## config.mk

```make
export PLATFORM = sky130hd
export DESIGN_NAME = quick_cpu_fetch
export DESIGN_NICKNAME = d
export VERILOG_FILES = /design/src/rtl/quick_cpu_fetch.sv
export SDC_FILE = /design/constraint.sdc
export NUM_CORES = 1
export LEC_CHECK = 0
export BUFFER_PORTS_ARGS = -buffer_cell sky130_fd_sc_hd__buf_2
export CORE_ASPECT_RATIO = 1.5
export CORE_MARGIN = 10
export CORE_UTILIZATION = 40
export DETAILED_ROUTE_END_ITERATION = 16
export SYNTH_ARGS = -nofsm -noshare
export SYNTH_HDL_FRONTEND = slang
export SYNTH_SLANG_ARGS = --single-unit
```

## constraint.sdc

```tcl
create_clock -name clk -period 2.3 [get_ports clk]
set_input_delay 0.46 -clock clk [delete_from_list [all_inputs] [get_ports clk]]
set_output_delay 0.46 -clock clk [all_outputs]
set_load 0.03 [all_outputs]
```

## src/rtl/quick_cpu_fetch.sv

```systemverilog
// Program store and instruction fetch stage for the quick CPU core.
// Loads a byte program over a valid/ready port, then streams
// instructions with their PC to the core, with single-bubble jumps.
module quick_cpu_fetch #(
  parameter int DEPTH = 16,
  parameter int WIDTH = 8,
  localparam int AW   = $clog2(DEPTH)
) (
  input  logic             clk,
  input  logic             rst_n,
  input  logic             load_en,
  input  logic             load_valid,
  input  logic [WIDTH-1:0] load_data,
  output logic             load_ready,
  input  logic             jump_valid,
  input  logic [AW-1:0]    jump_addr,
  output logic             inst_valid,
  input  logic             inst_ready,
  output logic [WIDTH-1:0] inst_data,
  output logic [AW-1:0]    inst_pc,
  output logic [AW:0]      prog_len,
  output logic             running
);

  typedef enum logic [1:0] {
    S_IDLE,
    S_LOAD,
    S_RUN
  } state_t;

  localparam logic [AW:0] FULL = (AW+1)'(DEPTH);
  localparam logic [AW:0] ONE  = (AW+1)'(1);

  state_t           state_q, state_d;
  logic [AW:0]      len_q, len_d;
  logic [AW-1:0]    pc_q, pc_d;
  logic             valid_q, valid_d;
  logic [WIDTH-1:0] data_q, data_d;
  logic [AW-1:0]    ipc_q, ipc_d;
  logic             mem_we;
  logic [AW:0]      npc_w;
  logic [AW-1:0]    npc;
  logic [AW-1:0]    tgt;

  logic [WIDTH-1:0] mem [DEPTH];

  assign load_ready = (state_q == S_LOAD) && (len_q < FULL);
  assign inst_valid = valid_q;
  assign inst_data  = data_q;
  assign inst_pc    = ipc_q;
  assign prog_len   = len_q;
  assign running    = (state_q == S_RUN);

  // Sequential address wraps at the program length; the wide compare
  // also covers a full DEPTH-entry program, where it wraps naturally.
  assign npc_w = {1'b0, ipc_q} + ONE;
  assign npc   = (npc_w == len_q) ? '0 : npc_w[AW-1:0];
  assign tgt   = ({1'b0, jump_addr} < len_q) ? jump_addr : '0;

  // State register and fetch pipeline registers.
  always_ff @(posedge clk or negedge rst_n) begin
    if (!rst_n) begin
      state_q <= S_IDLE;
      len_q   <= '0;
      pc_q    <= '0;
      valid_q <= 1'b0;
      data_q  <= '0;
      ipc_q   <= '0;
    end else begin
      state_q <= state_d;
      len_q   <= len_d;
      pc_q    <= pc_d;
      valid_q <= valid_d;
      data_q  <= data_d;
      ipc_q   <= ipc_d;
    end
  end

  // Program store write port; contents survive reset.
  always_ff @(posedge clk) begin
    if (mem_we) mem[len_q[AW-1:0]] <= load_data;
  end

  // Next-state and next-output logic.
  // In RUN, pc_q is only the pending fetch address used after a bubble;
  // while streaming, the next address comes from the presented inst_pc.
  always_comb begin
    state_d = state_q;
    len_d   = len_q;
    pc_d    = pc_q;
    valid_d = valid_q;
    data_d  = data_q;
    ipc_d   = ipc_q;
    mem_we  = 1'b0;
    unique case (state_q)
      S_IDLE: begin
        if (load_en) begin
          state_d = S_LOAD;
          len_d   = '0;
        end else if (len_q != '0) begin
          state_d = S_RUN;
          pc_d    = '0;
        end
      end
      S_LOAD: begin
        if (load_valid && load_ready) begin
          mem_we = 1'b1;
          len_d  = len_q + ONE;
        end
        if (!load_en) state_d = S_IDLE;
      end
      S_RUN: begin
        if (load_en) begin
          state_d = S_LOAD;
          len_d   = '0;
          valid_d = 1'b0;
        end else if (jump_valid) begin
          valid_d = 1'b0;
          pc_d    = tgt;
        end else if (!valid_q) begin
          valid_d = 1'b1;
          ipc_d   = pc_q;
          data_d  = mem[pc_q];
        end else if (inst_ready) begin
          ipc_d  = npc;
          data_d = mem[npc];
        end
      end
      default: state_d = S_IDLE;
    endcase
  end

endmodule

```

# Word level (Yosys, flattened, before mapping)
# Memory sizes are Yosys's and may differ from the RTL's.
# Cells that the tools add are included.
word_totals:
  regBits: 24
  latchBits: 0
  ramBits: 128
  romBits: 0
  out_inout_bits: 20
  mem_count: 1
memory_table:
  columns: ["name", "words", "word_bits", "rd", "rd_ports_with_merged_regs", "wr", "line", "rtl"]
  rows:
  - ["mem", 16, 8, 2, 0, 1, "45", "logic [WIDTH-1:0] mem [DEPTH];"]
classes:
  n_addsub: 2
  mul: 0
  n_div: 0
  magnitude_cmp: 2
  n_eq_ne: 13
  n_shift: 0
  n_mux: 25
  bitwise: 2
  reduce_logical: 11
ops:
  columns: ["cell", "n"]
  rows:
  - ["4-bit two-way mux", 8]
  - ["8-bit two-way mux", 2]
  - ["2-bit inequality test, second input constant", 7]
  - ["5-bit two-way mux", 2]
  - ["5-bit case mux with 2 select lines", 1]
  - ["2-bit two-way mux", 4]
  - ["4-bit case mux with 2 select lines", 1]
  - ["1-bit two-way mux", 6]
  - ["2-bit case mux with 3 select lines", 1]
  - ["3-bit AND reduction", 2]
  - ["4-bit by 1-bit adder with 5-bit output, second input constant", 1]
  - ["5-bit by 1-bit adder with 5-bit output, second input constant", 1]
  - ["5-bit == test", 1]
  - ["4-bit by 5-bit < comparator with 1-bit output", 1]
  - ["5-bit < comparator, second input constant", 1]
  - ["5-bit AND reduction", 1]
  - ["5-bit nonzero test", 1]
  - ["2-bit by 1-bit inequality test with 1-bit output, second input constant", 2]
  - ["4-bit AND reduction", 1]
  - ["2-bit nonzero test", 2]
  - ["3-bit inequality test, second input constant", 1]
  - ["2-bit by 1-bit == test with 1-bit output, second input constant", 1]
  - ["2-bit == test, second input constant", 1]
  - ["1-bit logical AND", 2]
  - ["3 further kinds", 4]

# Logic depth before layout (Yosys ltp)
logic_depth:
  word_depth: 7
  mapped_depth: 11
  depth_no_buf: 9

# Worst setup path after synthesis
# No wires, ideal clock.
synth_path:
  path_kind: "register to register"
  startpoint: "register ipc_q[0], in the netlist inst_pc[0]"
  endpoint: "register data_q[0], in the netlist inst_data[0]"
  arrival_time_ns: 2.649
  slack_ns: -0.469
  stages_incl_launch_ff: 11
  path_buffers: 2
  path_cell_list: "dfrtp_1 > ha_1 > buf_2 > xor2_1 > nor2_1 > o21a_1 > nand3_1 > clkbuf_1 > a221o_1 > a32o_1 > a41o_1"
synth_via:
  elab_chain_len: 6
synth_lines:
  columns: ["element", "line", "rtl"]
  rows:
  - ["from (decl)", "39", "logic [AW-1:0] ipc_q, ipc_d;"]
  - ["from (signal assigned)", "75", "ipc_q <= ipc_d;"]
  - ["4-bit by 1-bit adder with 5-bit output *", "56", "assign npc_w = {1'b0, ipc_q} + ONE;"]
  - ["5-bit == test", "57", "assign npc = (npc_w == len_q) ? '0 : npc_w[AW-1:0];"]
  - ["4-bit two-way mux *", "57", null]
  - ["memory read 16 x 8 bit *", null, null]
  - ["8-bit two-way mux *", "124", "end else if (inst_ready) begin"]
  - ["8-bit two-way mux *", "120", "end else if (!valid_q) begin"]
  - ["to (signal assigned)", "74", "data_q <= data_d;"]
  - ["to (decl)", "38", "logic [WIDTH-1:0] data_q, data_d;"]
# Every way passes the cells marked *; elsewhere a longest branch is shown, timed or not. The select of a mux whose other input is x is not followed.
# A chain may end at the register's enable or synchronous reset.

# Worst setup path in the final report
layout_path:
  startpoint: "register ipc_q[1], in the netlist inst_pc[1]"
  endpoint: "register data_q[1], in the netlist inst_data[1]"
# Same word-level chain as after synthesis.

==> run metrics <==
status finished, violations left; violations in the final reports negative setup slack; top_reg_cell synth edfxtp_1; Pwr per Cell Area around 1100 nW/µm²; Bufs on Longest Clock Path 2; gate count after technology mapping 560; Yosys top cell area share 0.5024; Pins Over Slew Limit 0; TritonCTS Buffers 17; routability cong. 0.9529; GR met1 Demand/Resource 0.2312; post-synth top area cell edfxtp_1; ranking of synthesized cells by area edfxtp_1, mux4_2, dfrtp_1, mux2i_1, nand2_1; Peak VDD IR 0.5244 mV; cts hold-fix bufs 0; Layout fillers 1581; period utilisation layout 1.034; share of cells above drive strength 1 0.3655; cell row count 61; Tmin final 2.378 ns; DRT iter0 DRCs ~500; GR Layer Usage met2 0.3467; CTS tree done; Clk pwr share 0.267; Buf/Inv on CP 2; largest net degree at the start of global routing 59; DPL Wire Length 16.98 mm; Reg power frac 0.304; routed length per placed instance 26.82 µm; maximum operating frequency 0.4204 GHz; Psw about 4000 µW; die width about 130 µm; crit-path leading delay family compound AO/OA/AOI/OAI gates; setup TNS -0.3532 ns; delay of the slowest cell on the worst path 0.44 ns; Clock Latency Late Sink between 0.4 and 0.5 ns; Global Route met3 Usage 0.02411; drt pass-1 iters 5; Initial Util 0.4092; Layout area overhead 27.15%; relative slew slack 0.5380; busiest layer in global routing met2; post-synthesis register bit count 152; RSZ-0062 raised after global routing true; final setup vio count 6; min-delay worst type primary input to asynchronous set/reset pin; I/O pins 38; port bufs 37; most used cell along the critical path buf_4; DIE AREA 25170 µm²; Net Sw Frac 0.3674; Worst path slowest cell dfrtp_2; total track usage 0.1960; Leak 0.003450 µW; area of the multi-input gates 3257 µm²; Vias approximately 5700; Critical Path Fanout Max 13; Worst Path Required 2.61 ns; worst-path cell chain ha_4 -> buf_4 -> nor2_1 -> buf_4 -> a22o_1 -> a221o_1 -> a32o_1 -> a41o_1; initial antenna violation count 0; register area share after synthesis 0.5809; Internal 6923 µW; H-Tree Depth 4; critical path endpoint category flip-flop; syn nets 586; Final Hold Fails 0; synth warn 0; Post-synth EDFFs between 100 and 150; Core Area about 19000 µm²; drt via density 6.075; Sink Count 152; post-route setup slack -0.07842 ns; vias in the first global route 5871; # nets final 697; Worst setup SP type flip-flop; CTS clk-pin slew, worst paths 0.07 ns; Avg Cell Area, Syn 13.66 µm²; FF/Latch Area 4449 µm²; gr ovfl total 0; ys async rst share 0.1579; final hold slack between 0.07 and 0.08 ns; first-pass GRT wire length 37.16 mm; max-cap viol count 0; Routed Antenna Nets 0; WL final 25.11 mm; clock root buffer clkbuf_16; worst setup path class flip-flop to flip-flop; chip height 189.4 µm; critical path depth 8; synthesized area 7651 µm²; n_diodes 0; reg2reg path depth 8; combinational share of power 0.428; post-synth cell types 56; final setup skew about 0.011 ns; Remaining DRCs 0; Arr. time, crit path between 2 and 3 ns; Tightest Pin Transition 0.6931 ns
[final cells by class]
cell class	count	area share
Clock buffer	17	0.04373
Inverter	7	0.002701
Sequential cell	152	0.4574
Timing Repair Buffer	129	0.1093
Clock inverter	15	0.01968
Tap cell	252	0.03241
Multi-Input combinational cell	364	0.3348
[stage by stage]
stage,utilization,worst slack [ns],power [µW],instance area (µm²),std cells
floorplan,-,-0.2103,5602,7702,560
global placement,0.4696,-0.1281,7306,8781,896
detailed placement,0.4696,-0.1874,7341,8781,896
CTS,0.5108,-0.08181,10560,9552,932
global route,0.5202,-0.1515,11360,9728,936
finish,0.5202,-0.07842,10940,9728,936
[worst paths after layout]
path	to	slack (ns)	from
setup / recovery	inst_data[1]	-0.08	inst_pc[1]
hold reg to reg	state_q[0]	0.49	state_q[1]
max in group asynchronous	inst_pc[3]	1.73	rst_n
min in group clk	state_q[1]	0.28	load_en
setup reg to reg	inst_data[1]	-0.08	inst_pc[1]
hold / removal	state_q[0]	0.07	rst_n
[routing by layer]
layer / share of wire / wire length (µm)
met5: 0 / 0
met4: 0.040 / 994
met3: 0.056 / 1415
met2: 0.52 / 13130
met1: 0.38 / 9567
[repair_timing]
action	4_1_cts	5_1_grt
gates cloned	0	1
setup buffers	4	3
gates resized for setup	21	26
pin swaps	11	7
endpoints found under the setup margin	8	13
[worst reg2reg max path, stage by stage, from the launching register on]
cell and delay [ns]:
dfrtp_2 0.44, ha_4 0.29, buf_4 0.20, nor2_1 0.15, buf_4 0.21, a22o_1 0.24
a221o_1 0.29, a32o_1 0.23, a41o_1 0.21
[kinds of logic (layout without fill, tap and decap cells)]
kind of cell             count (synthesis)  after routing  share of synthesized area
XOR/XNOR                                 7              7                   0.009976
AO/OA/AOI/OAI                          127            127                     0.1258
multiplexers                            80             80                     0.1590
adder cells (fa/ha/maj)                  8              8                    0.01308
flip-flops                             152            152                     0.5809
AND/OR/NAND/NOR                        142            142                    0.08749
buffers and inverters                   44            168                    0.02388
[cell usage after synthesis (4+ instances only)]
cell       count
a211oi_1       8
a21boi_0       9
a21oi_1       16
a221o_1        6
a22o_1         9
a22oi_1        8
a2bb2oi_1      4
a31oi_1        7
a32o_1         4
a41o_1         5
and2_1        12
and3_1        11
buf_1          6
buf_2         14
clkbuf_1      17
dfrtp_1       24
edfxtp_1     128
ha_1           8
inv_1          7
mux2_2        12
mux2i_1       36
mux4_2        32
nand2_1       40
nand2b_1       5
nand3_1       16
nor2_1        40
nor3_1         8
o2111ai_1      4
o211ai_1       6
o21a_1         4
o21ai_0        9
o22ai_1        4
[layout by cell type (no fill, tap or decap), types with 9 or more instances in the layout]
cell,instances
nand2_1,39
and2_1,12
nor2_1,34
a22o_1,9
mux2_2,12
buf_4,71
buf_2,37
a21boi_0,9
and3_1,11
nand3_1,14
clkbuf_16,18
mux4_2,32
buf_12,9
edfxtp_1,128
buf_6,10
mux2i_1,35
a21oi_1,15
dfrtp_1,20
[flip-flops by register name, summed over array words and instances (netlist names)]
name        flops
mem           128
inst_valid      1
inst_data       8
inst_pc         4
state_q         2
prog_len        5
pc_q            4
[power groups by stage]
| stage | registers [µW] | clock network (µW) | logic (µW) |
|---|---|---|---|
| floorplan | 3540 | 0 | 2060 |
| global placement | 3360 | 0 | 3940 |
| detailed placement | 3370 | 0 | 3970 |
| CTS | 3320 | 2970 | 4270 |
| global route | 3330 | 3100 | 4930 |
| finish | 3330 | 2930 | 4690 |
Note: power is estimated with default switching activity, not from simulation.
